<file path="config.mk">
export PLATFORM = sky130hd
export DESIGN_NAME = vector_mem_writer
export DESIGN_NICKNAME = d
export VERILOG_FILES = /design/src/rtl/vector_mem_writer.sv
export SDC_FILE = /design/constraint.sdc
export NUM_CORES = 1
export LEC_CHECK = 0
export ABC_CLOCK_PERIOD_IN_PS = 1640
export CAP_MARGIN = 20
export CORE_UTILIZATION = 44
export CTS_CLUSTER_DIAMETER = 30
export DETAILED_ROUTE_END_ITERATION = 8
export PLACE_DENSITY = 0.79
export SETUP_SLACK_MARGIN = 0.3
export SLEW_MARGIN = 20
export SYNTH_ARGS = -nofsm -noshare
export SYNTH_HDL_FRONTEND = slang
export SYNTH_SLANG_ARGS = --single-unit
</file>
<file path="constraint.sdc">
create_clock -name clk -period 1.64 [get_ports clk]
set_input_delay 0.246 -clock clk [delete_from_list [all_inputs] [get_ports clk]]
set_output_delay 0.246 -clock clk [all_outputs]
set_load 0.02 [all_outputs]
</file>
<file path="src/rtl/vector_mem_writer.sv">
// Streams DEPTH word pairs into two memories at ascending addresses.
// Each accepted beat becomes one registered write strobe on both memory ports.
//
// state | meaning
// IDLE  | waiting for start_writing; s_ready low
// WRITE | accepting beats; one write per accepted beat
// DONE  | single cycle after the final beat; writing_done pulses
module vector_mem_writer #(
  parameter int DATA_WIDTH   = 8,
  parameter int VECTOR_WIDTH = 4,
  parameter int DEPTH        = VECTOR_WIDTH * DATA_WIDTH,
  parameter int ADDR_WIDTH   = 5
) (
  input  logic                  clk,
  input  logic                  rst_n,
  input  logic                  start_writing,
  input  logic                  abort,
  input  logic                  s_valid,
  input  logic [DATA_WIDTH-1:0] s_data_a,
  input  logic [DATA_WIDTH-1:0] s_data_b,
  output logic                  s_ready,
  output logic                  wr_en_mem1,
  output logic                  wr_en_mem2,
  output logic [ADDR_WIDTH-1:0] wr_addr_mem1,
  output logic [ADDR_WIDTH-1:0] wr_addr_mem2,
  output logic [DATA_WIDTH-1:0] wr_data_mem1,
  output logic [DATA_WIDTH-1:0] wr_data_mem2,
  output logic                  writing_done,
  output logic                  busy,
  output logic [2:0]            element_count,
  output logic                  protocol_err
);

  typedef enum logic [1:0] {IDLE, WRITE, DONE} state_t;

  localparam logic [ADDR_WIDTH-1:0] LAST_ADDR = ADDR_WIDTH'(DEPTH - 1);
  localparam logic [2:0]            LAST_ELEM = 3'(VECTOR_WIDTH - 1);

  state_t                state;
  logic [ADDR_WIDTH-1:0] beat_counter;
  logic [2:0]            elem_idx;
  logic                  accept;

  // abort must block acceptance in the same cycle it is raised
  assign s_ready = (state == WRITE) && !abort;
  assign accept  = s_valid && s_ready;

  always_ff @(posedge clk or negedge rst_n) begin
    if (!rst_n) begin
      state         <= IDLE;
      beat_counter  <= '0;
      elem_idx      <= '0;
      element_count <= '0;
      wr_en_mem1    <= 1'b0;
      wr_en_mem2    <= 1'b0;
      wr_addr_mem1  <= '0;
      wr_addr_mem2  <= '0;
      wr_data_mem1  <= '0;
      wr_data_mem2  <= '0;
      writing_done  <= 1'b0;
      busy          <= 1'b0;
      protocol_err  <= 1'b0;
    end else begin
      wr_en_mem1   <= accept;
      wr_en_mem2   <= accept;
      writing_done <= 1'b0;

      if (state == IDLE && s_valid) protocol_err <= 1'b1;

      // addr/data hold their last values when no beat is accepted
      if (accept) begin
        wr_addr_mem1  <= beat_counter;
        wr_addr_mem2  <= beat_counter;
        wr_data_mem1  <= s_data_a;
        wr_data_mem2  <= s_data_b;
        beat_counter  <= beat_counter + 1'b1;
        element_count <= elem_idx;
        elem_idx      <= (elem_idx == LAST_ELEM) ? 3'd0 : elem_idx + 3'd1;
      end

      case (state)
        IDLE: begin
          if (start_writing) begin
            state         <= WRITE;
            busy          <= 1'b1;
            beat_counter  <= '0;
            elem_idx      <= '0;
            element_count <= '0;
          end
        end
        WRITE: begin
          if (abort) begin
            state <= IDLE;
            busy  <= 1'b0;
          end else if (accept && beat_counter == LAST_ADDR) begin
            state        <= DONE;
            writing_done <= 1'b1;
          end
        end
        DONE: begin
          state <= IDLE;
          busy  <= 1'b0;
        end
        default: begin
          state <= IDLE;
          busy  <= 1'b0;
        end
      endcase
    end
  end

endmodule

</file>
==> flow_metrics.env <==
export IMPL_nets=256
export IMPL_cp_num_buf_inv=1
export IMPL_grt_pass1_wl_mm=5.11
export IMPL_drive_above_1_share_pct=17.3
export IMPL_antenna_found_initial=0
export IMPL_syn_num_nets=187
export IMPL_gp_congestion=0.698
export IMPL_ir_drop_mv=0.552
export IMPL_synth_commonest_cells="nand2_1, dfrtp_1, a21oi_1"
export IMPL_cts_buffer_depth=2
export IMPL_worst_pin_slew_ns=0.327
export IMPL_synthesis_area_sq_um=1590
export IMPL_hp_class="input port to async pin"
export IMPL_yosysTopAreaCell="dfrtp_1"
export IMPL_clk_pin_slew_ns=0.10
export IMPL_combPwrFrac_pct=30.6
export IMPL_drt_wirelength_per_cell_microns=12.7
export IMPL_worst_ep_arrival_time_ns=1.17
export IMPL_dp_cells=261
export IMPL_crit_fanout=2
export IMPL_max_cap_violations=0
export IMPL_critical_path_top_delay_family="flip-flops"
export IMPL_synth_top_flop_cell="dfrtp_1"
export IMPL_worst_setup_path_start_kind="flip-flop"
export IMPL_clkPwrFrac_pct=19.9
export IMPL_crit_slowest_cell="dfrtp_1"
export IMPL_ys_top_cells_by_area="dfrtp_1, nand2_1, buf_4, a21oi_1, ha_1"
export IMPL_regArea_sq_um=951
export IMPL_rows=21
export IMPL_seq_power_share_pct=49.6
export IMPL_finalSetupViolations=0
export IMPL_tns_ns=0
export IMPL_die_w_microns=62.1
export IMPL_vias=1335
export IMPL_async_flop_share_pct=100
export IMPL_drc=0
export IMPL_n_fill_cell=265
export IMPL_drt_first_pass_iters=4
export IMPL_hpwlAfterDp_mm=2.40
export IMPL_diodes=0
export IMPL_die_y_microns=62.1
export IMPL_cts_sinks=38
export IMPL_leakage_nw=1.18
export IMPL_clock_fmax_mhz=706
export IMPL_stdcell_area_sq_um=2310
export IMPL_grt_util_all_layers_pct=18.7
export IMPL_io_pins=56
export IMPL_clock_skew_ns=0.00755
export IMPL_overflow=0
export IMPL_cts_tree="built"
export IMPL_slew_limit_headroom_pct=78.2
export IMPL_synth_seq_cells=38
export IMPL_multiInputGateArea_sq_um=563
export IMPL_fin_crit_ns=1.42
export IMPL_io_buffers=55
export IMPL_intPower_mw=1.58
export IMPL_drt_wl_total_mm=3.51
export IMPL_instances_no_fill=277
export IMPL_crit_required_ns=1.39
export IMPL_drt_first_iter_violations=43
export IMPL_synth_cells=163
export IMPL_worstSetupPathType="flip-flop to output port"
export IMPL_rsz0062_at_grt="true"
export IMPL_cts_made_buffers=5
export IMPL_yosysWarnings=0
export IMPL_status="completed"
export IMPL_power_density_nw_per_um2=1010
export IMPL_synth_cell_types=26
export IMPL_slowest_delay_ns=0.42
export IMPL_p_sw_share_pct=32.5
export IMPL_ant_nets=0
export IMPL_path_cells="nor3b_2 -> buf_4"
export IMPL_synth_seq_area_share_pct=59.9
export IMPL_start_util_pct=46.8
export IMPL_finalCritPeriodShare_pct=86.4
export IMPL_via_per_inst=4.82
export IMPL_slew_violations=0
export IMPL_synth_top_area_share_pct=59.9
export IMPL_hold_viol=0
export IMPL_syn_area_per_cell_sq_um=9.74
export IMPL_grt_max_degree=20
export IMPL_synth_edff_count=0
export IMPL_root_buffer="clkbuf_4"
export IMPL_clk_latency_ns=0.34
export IMPL_htree_levels=2
export IMPL_grt_pass1_vias=1200
export IMPL_coreArea_sq_um=3390
export IMPL_die_area_sq_um=3850
export IMPL_areaGrowthSynthToFinish_pct=45.6
export IMPL_end_kind="output port"
export IMPL_switching_power_uw=759
export IMPL_yosysMostFrequentCell="nand2_1"
export IMPL_postPlaceCellArea_sq_um=2180
-- per-layer routing --
layer	share of wire [%]	track usage (%)	up-vias	wire (microns)
li1	-	-	650	-
met1	43	21.8	635	1500
met2	51	32.4	44	1800
met3	4.8	6.63	6	168
met4	1.4	5.71	0	48
met5	0	0	-	0
-- timing repair --
item / in CTS / in global routing
setup endpoints to repair: 40 / 42
cloned: 0 / 1
setup buffers: 1 / 7
hold buffers: 1 / 0
resized for setup: 38 / 36
pin swaps: 0 / 3
endpoints found under the hold margin: 13 / 0
-- per-stage QoR --
stage | util [%] | hold slack (ns) | power (mW) | setup WS [ns]
floorplan | - | -0.0496 | 1.55 | 0.356
global placement | 64.3 | 0.154 | 1.92 | -0.194
detailed placement | 64.3 | 0.159 | 1.95 | -0.168
CTS | 65.3 | 0.324 | 2.32 | 0.0446
global route | 68.2 | 0.348 | 2.48 | 0.165
finish | 68.2 | 0.323 | 2.34 | 0.223
-- cells in the final DEF, fill, tap and decap left out, drive strengths merged --
| cell type | count |
|---|---|
| a21o | 2 |
| a31o | 1 |
| a211oi | 2 |
| o21ai | 2 |
| nand3b | 1 |
| nor2b | 1 |
| xnor2 | 1 |
| nand2b | 2 |
| clkdlybuf4s50 | 19 |
| clkbuf | 10 |
| ha | 3 |
| dfrtp | 38 |
| nor3b | 2 |
| dlygate4sd3 | 1 |
| nand4bb | 1 |
| nor2 | 3 |
| clkdlybuf4s15 | 15 |
| inv | 5 |
| buf | 20 |
| and3 | 1 |
| nand2 | 73 |
| nand3 | 1 |
| mux2i | 1 |
| and2 | 2 |
| nand4 | 1 |
| dlygate4sd2 | 15 |
| a21oi | 8 |
-- registers in the layout, summed over array words and instances, names as in the netlist --
register	flops
wr_data_mem2	8
writing_done	1
protocol_err	1
elem_idx	3
wr_addr_mem2	5
busy	1
beat_counter	5
wr_en_mem2	1
element_count	3
wr_data_mem1	8
state	2
-- power groups by stage --
| stage | clock, mW | combinational (mW) | sequential [mW] |
|---|---|---|---|
| after detailed placement | 0 | 0.764 | 1.19 |
| after CTS | 0.482 | 0.684 | 1.16 |
| final | 0.464 | 0.714 | 1.16 |
| after floorplan | 0 | 0.214 | 1.33 |
| after global routing | 0.521 | 0.783 | 1.18 |
| after global placement | 0 | 0.743 | 1.18 |
-- cells by family (layout without fill, tap and decap cells) --
group | after synthesis | count (layout) | share of synthesized area, %
compound gates | 15 | 15 | 5.59
simple gates | 88 | 88 | 24.5
mux | 1 | 1 | 0.630
buf+inv | 17 | 85 | 6.46
flops | 38 | 38 | 59.9
fa+ha+maj | 3 | 3 | 2.36
xor+xnor | 1 | 1 | 0.552
-- worst reg2reg max path: stages, from the launching register on --
cell and delay, ns:
dfrtp_1 0.42, buf_4 0.16, nand4bb_4 0.28, inv_8 0.14, a211oi_1 0.08, a31o_2 0.22
-- worst paths after layout --
kind,startpoint,end,slack (ns),cells after the start
worst min-delay path,rst_n,element_count[0],0.32,2
max in group asynchronous,rst_n,wr_en_mem2,0.82,3
worst min register to register,protocol_err,protocol_err,0.46,1
min in group clk,s_data_a[4],wr_data_mem1[4],0.43,3
worst max-delay path,state[1],s_ready,0.22,2
worst max register to register,state[1],beat_counter[2],0.24,5
-- layout make-up --
cell class / count / area share [%]
clock buffer: 6 / 2.22
sequential: 38 / 41.1
inverter: 4 / 0.974
tap: 46 / 2.49
multi-input combinational: 108 / 24.4
timing repair inverter: 1 / 0.271
timing repair buffer: 74 / 28.6
Power figures use the tool's default switching activity.
